==> config.mk <==
export PLATFORM = sky130hd
export DESIGN_NAME = pmod_jstk_responder
export DESIGN_NICKNAME = d
export VERILOG_FILES = /design/src/rtl/pmod_jstk_responder.sv
export SDC_FILE = /design/constraint.sdc
export NUM_CORES = 1
export LEC_CHECK = 0
export ABC_AREA = 1
export CORE_ASPECT_RATIO = 1.2
export CORE_MARGIN = 4
export CORE_UTILIZATION = 40
export DETAILED_ROUTE_END_ITERATION = 8
export GPL_TIMING_DRIVEN = 0
export REMOVE_ABC_BUFFERS = 1
export SLEW_MARGIN = 20
export SYNTH_ARGS = -nofsm -noshare
export SYNTH_HDL_FRONTEND = slang
export SYNTH_SLANG_ARGS = --single-unit
==> constraint.sdc <==
create_clock -name clk -period 2.1 [get_ports clk]
set_input_delay 0.315 -clock clk [delete_from_list [all_inputs] [get_ports clk]]
set_output_delay 0.315 -clock clk [all_outputs]
set_load 0.005 [all_outputs]
==> src/rtl/pmod_jstk_responder.sv <==
// SPI mode-0 slave that impersonates a two-axis joystick on the 5-byte joystick link.
// Snapshots position/buttons at frame start, shifts them out on miso, and latches LED commands.
module pmod_jstk_responder #(
  parameter int         FRAME_BYTES = 5,
  parameter logic [5:0] CMD_PREFIX  = 6'b100000
) (
  input  logic       clk,
  input  logic       rst,
  input  logic       sclk,
  input  logic       ss,
  input  logic       mosi,
  output logic       miso,
  input  logic [9:0] x_pos,
  input  logic [9:0] y_pos,
  input  logic [2:0] buttons,
  output logic [1:0] led_cmd,
  output logic       frame_done,
  output logic       frame_err,
  output logic       busy
);

  localparam int         NBITS    = FRAME_BYTES * 8;
  localparam logic [5:0] LAST_CNT = 6'(NBITS);

  localparam logic [1:0] ARMED    = 2'd0;
  localparam logic [1:0] IDLE     = 2'd1;
  localparam logic [1:0] SHIFT    = 2'd2;
  localparam logic [1:0] WAIT_END = 2'd3;

  logic [2:0]       sclk_s_q;
  logic [2:0]       ss_s_q;
  logic [1:0]       mosi_s_q;
  logic [1:0]       state_q, state_d;
  logic [NBITS-1:0] tx_q, tx_d;
  logic [NBITS-1:0] rx_q, rx_d;
  logic [5:0]       cnt_q, cnt_d;
  logic             overrun_q, overrun_d;
  logic [1:0]       led_q, led_d;
  logic             done_q, done_d;
  logic             err_q, err_d;
  logic             busy_q, busy_d;
  logic [NBITS-1:0] snap;

  logic sclk_rise, sclk_fall, ss_fall, ss_rise;
  assign sclk_rise = sclk_s_q[1] & ~sclk_s_q[2];
  assign sclk_fall = ~sclk_s_q[1] & sclk_s_q[2];
  assign ss_rise   = ss_s_q[1] & ~ss_s_q[2];
  assign ss_fall   = ~ss_s_q[1] & ss_s_q[2];

  always_comb begin
    snap = '0;
    snap[NBITS-1 -: 40] = {x_pos[7:0], 6'b0, x_pos[9:8], y_pos[7:0], 6'b0, y_pos[9:8],
                           5'b0, buttons};
  end

  // tx_q is held at zero outside SHIFT, so its MSB doubles as the registered miso.
  always_comb begin
    state_d   = state_q;
    tx_d      = tx_q;
    rx_d      = rx_q;
    cnt_d     = cnt_q;
    overrun_d = overrun_q;
    led_d     = led_q;
    done_d    = 1'b0;
    err_d     = 1'b0;
    busy_d    = busy_q;
    case (state_q)
      ARMED: begin
        tx_d   = '0;
        busy_d = 1'b0;
        if (ss_s_q[1]) state_d = IDLE;
      end
      IDLE: begin
        tx_d   = '0;
        busy_d = 1'b0;
        if (ss_fall) begin
          tx_d      = snap;
          rx_d      = '0;
          cnt_d     = '0;
          overrun_d = 1'b0;
          busy_d    = 1'b1;
          state_d   = SHIFT;
        end
      end
      SHIFT: begin
        if (ss_rise) begin
          tx_d    = '0;
          busy_d  = 1'b0;
          state_d = IDLE;
          if (cnt_q != LAST_CNT || overrun_q) begin
            err_d = 1'b1;
          end else begin
            done_d = 1'b1;
            if (rx_q[NBITS-1 -: 6] == CMD_PREFIX) led_d = rx_q[NBITS-7 -: 2];
          end
        end else if (cnt_q == LAST_CNT) begin
          tx_d    = '0;
          state_d = WAIT_END;
          if (sclk_rise) overrun_d = 1'b1;
        end else begin
          if (sclk_rise) begin
            rx_d  = {rx_q[NBITS-2:0], mosi_s_q[1]};
            cnt_d = cnt_q + 6'd1;
          end
          if (sclk_fall) tx_d = {tx_q[NBITS-2:0], 1'b0};
        end
      end
      default: begin
        tx_d = '0;
        if (sclk_rise) overrun_d = 1'b1;
        if (ss_rise) begin
          busy_d  = 1'b0;
          state_d = IDLE;
          if (overrun_q || sclk_rise) begin
            err_d = 1'b1;
          end else begin
            done_d = 1'b1;
            if (rx_q[NBITS-1 -: 6] == CMD_PREFIX) led_d = rx_q[NBITS-7 -: 2];
          end
        end
      end
    endcase
  end

  always_ff @(posedge clk) begin
    if (rst) begin
      sclk_s_q  <= '0;
      ss_s_q    <= '0;
      mosi_s_q  <= '0;
      state_q   <= ARMED;
      tx_q      <= '0;
      rx_q      <= '0;
      cnt_q     <= '0;
      overrun_q <= 1'b0;
      led_q     <= 2'b00;
      done_q    <= 1'b0;
      err_q     <= 1'b0;
      busy_q    <= 1'b0;
    end else begin
      sclk_s_q  <= {sclk_s_q[1:0], sclk};
      ss_s_q    <= {ss_s_q[1:0], ss};
      mosi_s_q  <= {mosi_s_q[0], mosi};
      state_q   <= state_d;
      tx_q      <= tx_d;
      rx_q      <= rx_d;
      cnt_q     <= cnt_d;
      overrun_q <= overrun_d;
      led_q     <= led_d;
      done_q    <= done_d;
      err_q     <= err_d;
      busy_q    <= busy_d;
    end
  end

  assign miso       = tx_q[NBITS-1];
  assign led_cmd    = led_q;
  assign frame_done = done_q;
  assign frame_err  = err_q;
  assign busy       = busy_q;

endmodule

==> flow_summary.toml <==
[grt]
grt_usage_pct = 15.06
number_of_antenna_violations_at_the_first_check_in_global_routing = 0
grt_first_pass_wirelength_microns = 17000
globalRoute.totalOverflow = 0
grt_start_max_net_pins = 50
grt_pass1_vias = 3966

[setup_path]
timing_worst_setup_path_type = "reg2reg"
critPathCaptureType = "flop"
start_kind = "flop"
path_cells = "inv_1 > ha_1 > nand2_1 > inv_2 > nand3_4 > nand2_4 > nand2_4 > nand2_8 > inv_12 > nor2_1 > nor2_1"
critical-path-slowest-cell = "dfxtp_1"
cpPeakStageDelay_ns = 0.41
critPathTopFamily = "simple AND/OR/NAND/NOR gates"
buffers_plus_inverters_on_the_worst_setup_path = 3
timing.critical_path.fanout_max = 30
worst_ep_required_time_ns = 2.38
timing.critical_path.arrival_ns = 2.19

[synthesis]
mappedNetlistArea_sq_um = 4678
synth_top_cell_by_area = "dfxtp_1"
yosys_warnings = 0
synth.distinct_cells = 24
synth_sequential_area_ratio_pct = 43.65
syn_area_per_cell_sq_um = 6.608
postSynthRegisterBits = 102
synthTopCellsByArea = "dfxtp_1, nand2_1, nor2_1, inv_1, a21oi_1"
yosys.area.top_type_share_pct = 43.65
synthCells = 708

[min_path]
hold_path_class = "in2reg"

[clock_network]
clk_sinks = 102
clock_h_tree_levels = 3
clkLatencyLatePin_ns = 0.35
cts_buffers = 9
cts_root_buf = "clkbuf_16"
post_cts_hold_buffer_count = 0
max-clock-path-buffers = 2
clk_pin_slew_ns = 0.07
cts_tree = "built"

[drt]
detail_route.drc_violations = 0
wl_per_cell_microns = 11.05
drtIter0Drc = 203
detailroute.via_count = 4205
first_pass_iters = 4
drt-vias-per-instance = 4.746
routed_wl_microns = 9789
detail-route-antenna-nets = 0

[finish]
stdcell_area_sq_um = 5465
diodes = 0
drive_above_1_share_pct = 6.722
layout.core_utilization_pct = 47.47
nFillCells = 1218
layout.nets = 758
final_cells = 886
layout-area-overhead-vs-synth_pct = 16.82

[sta]
min_period_ns = 1.906
max_freq_ghz = 0.5248
setup_viol = 0
skew_ns = 0.007758
finalCritPeriodShare_pct = 90.75
timing.max_slew.rel_slack_pct = 52.06
timing.final.max_slew_violations = 0
grt_setup_unrepaired = "no"
worst_pin_slew_ns = 0.7181
report.final.hold_viol_count = 0

[die]
fp.dieW_microns = 106.7
floorplan.initialDensity_pct = 40.63
floorplan.die.height_microns = 126.5
boundaryPins = 34
core_region_area_sq_um = 11510
floorplan.die_area_sq_um = 13500
placementRows = 43

[placed_design]
io_buffer_count = 33
cell_count_after_placement = 862
finalWeightedCongestion = 0.7807
post-dp-hpwl_microns = 5767
placed_area_sq_um = 5044

[power_and_ir_drop]
worst_ir_drop_vdd_uv = 526.5
power_leakage_nw = 2.341
power.density_cell_area_nw_per_um2 = 1312

[run_status]
status = "finished clean"

[flow_run]
cap_violations = 0
## worst register-to-register path: cells and delay by family, from the launching register on
kind	cells	cell delay, ns
simple gates	7	0.92
flops	1	0.41
buf+inv	3	0.32
fa+ha+maj	1	0.20
## synthesized netlist by cell type
cell	number
a21oi_1	61
buf_2	14
buf_4	1
buf_6	6
clkbuf_1	18
clkinv_1	1
dfxtp_1	102
ha_1	6
inv_1	83
inv_2	6
nand2_1	206
nand2_2	1
nand2_4	3
nand3_1	37
nand3_2	1
nand3_4	1
nand4_1	2
nor2_1	120
nor2_2	2
nor2_4	2
nor3_1	1
o21a_1	1
o21ai_0	32
o21ai_2	1
## area by class of cell
cell class / instances / area, sq um / area share (%)
Clock inverter: 6 / 43.79 / 0.8013
Clock buffer: 10 / 229.0 / 4.190
Tap cell: 157 / 196.4 / 3.594
Multi-Input combinational cell: 480 / 2165 / 39.61
Inverter: 90 / 362.8 / 6.639
Sequential cell: 102 / 2042 / 37.36
Timing Repair Buffer: 41 / 426.7 / 7.807
## flip-flops by register name, summed over array words and instances (netlist names)
name and cells:
busy 1, cnt_q 6, frame_done 1, frame_err 1, led_cmd 2, mosi_s_q 2
overrun_q 1, rx_q 40, sclk_s_q 3, ss_s_q 3, state_q 2, tx_q 40
## cells by family after synthesis
kind of cell / Yosys count / share of synthesized area (%)
fa+ha+maj: 6 / 1.605
flops: 102 / 43.65
buf+inv: 129 / 11.77
simple gates: 376 / 32.68
compound gates: 95 / 10.30
## timing repair
item / CTS / global route
endpoints found under the setup margin: 87 / 88
resized for setup: 8 / 11
buffers inserted: 3 / 2
pin swaps: 3 / 1
gates cloned: 2 / 1
## cells in the final DEF, fill, tap and decap left out
master	n
inv_2	4
clkbuf_16	9
buf_6	1
o21ai_0	32
inv_4	2
clkinv_2	2
nand2_4	3
clkinvlp_4	1
clkbuf_1	1
inv_1	82
nor2_2	2
nand3_2	2
dfxtp_1	102
buf_4	4
inv_12	1
nand2_1	206
nand3_1	37
buf_12	3
o21a_1	1
nor2_4	4
nand4_1	2
a21oi_1	60
nor2_1	119
buf_2	1
inv_6	3
inv_8	1
nor3_1	1
a21oi_2	1
nand2_8	2
ha_4	1
clkdlybuf4s50_1	32
o21ai_2	1
ha_1	5
nand3_4	1
## report_power, final
part | switching, mW | internal, mW | total, mW | leakage (nW)
clock | 0.752 | 0.813 | 1.57 | 0.134
combinational | 2.03 | 0.978 | 3.01 | 1.38
sequential | 0.235 | 2.36 | 2.59 | 0.829
total | 3.02 | 4.15 | 7.17 | 2.34
## metal layers
layer / wire, microns / vias up / global-route usage, %
li1: - / 2194 / -
met1: 4338 / 1952 / 17.50
met2: 4916 / 47 / 26.87
met3: 387 / 12 / 3.511
met4: 146 / 0 / 5.418
met5: 0 / - / 0
## path summary, 6_finish.rpt
kind | from | endpoint | slack [ns] | depth (start not counted)
setup reg to reg | cnt_q[0] | cnt_q[0] | 0.19 | 11
setup / recovery | cnt_q[0] | cnt_q[0] | 0.19 | 11
hold reg to reg | mosi_s_q[0] | mosi_s_q[1] | 0.41 | 2
hold / removal | rst | sclk_s_q[2] | 0.34 | 2
## per-stage QoR
stage	hold slack [ns]	setup slack [ns]	power, mW	setup TNS (ns)
6_report	0.3381	0.1943	7.168	0
4_1_cts	0.3335	0.01354	7.088	0
3_3_place_gp	0.3929	-1.947	5.146	-162.58
2_1_floorplan	0.3841	-0.6223	4.540	-47.72
3_5_place_dp	0.4016	-0.6426	5.269	-44.88
5_1_grt	0.3688	0.02959	7.800	0
(Power assumes the default switching activity.)
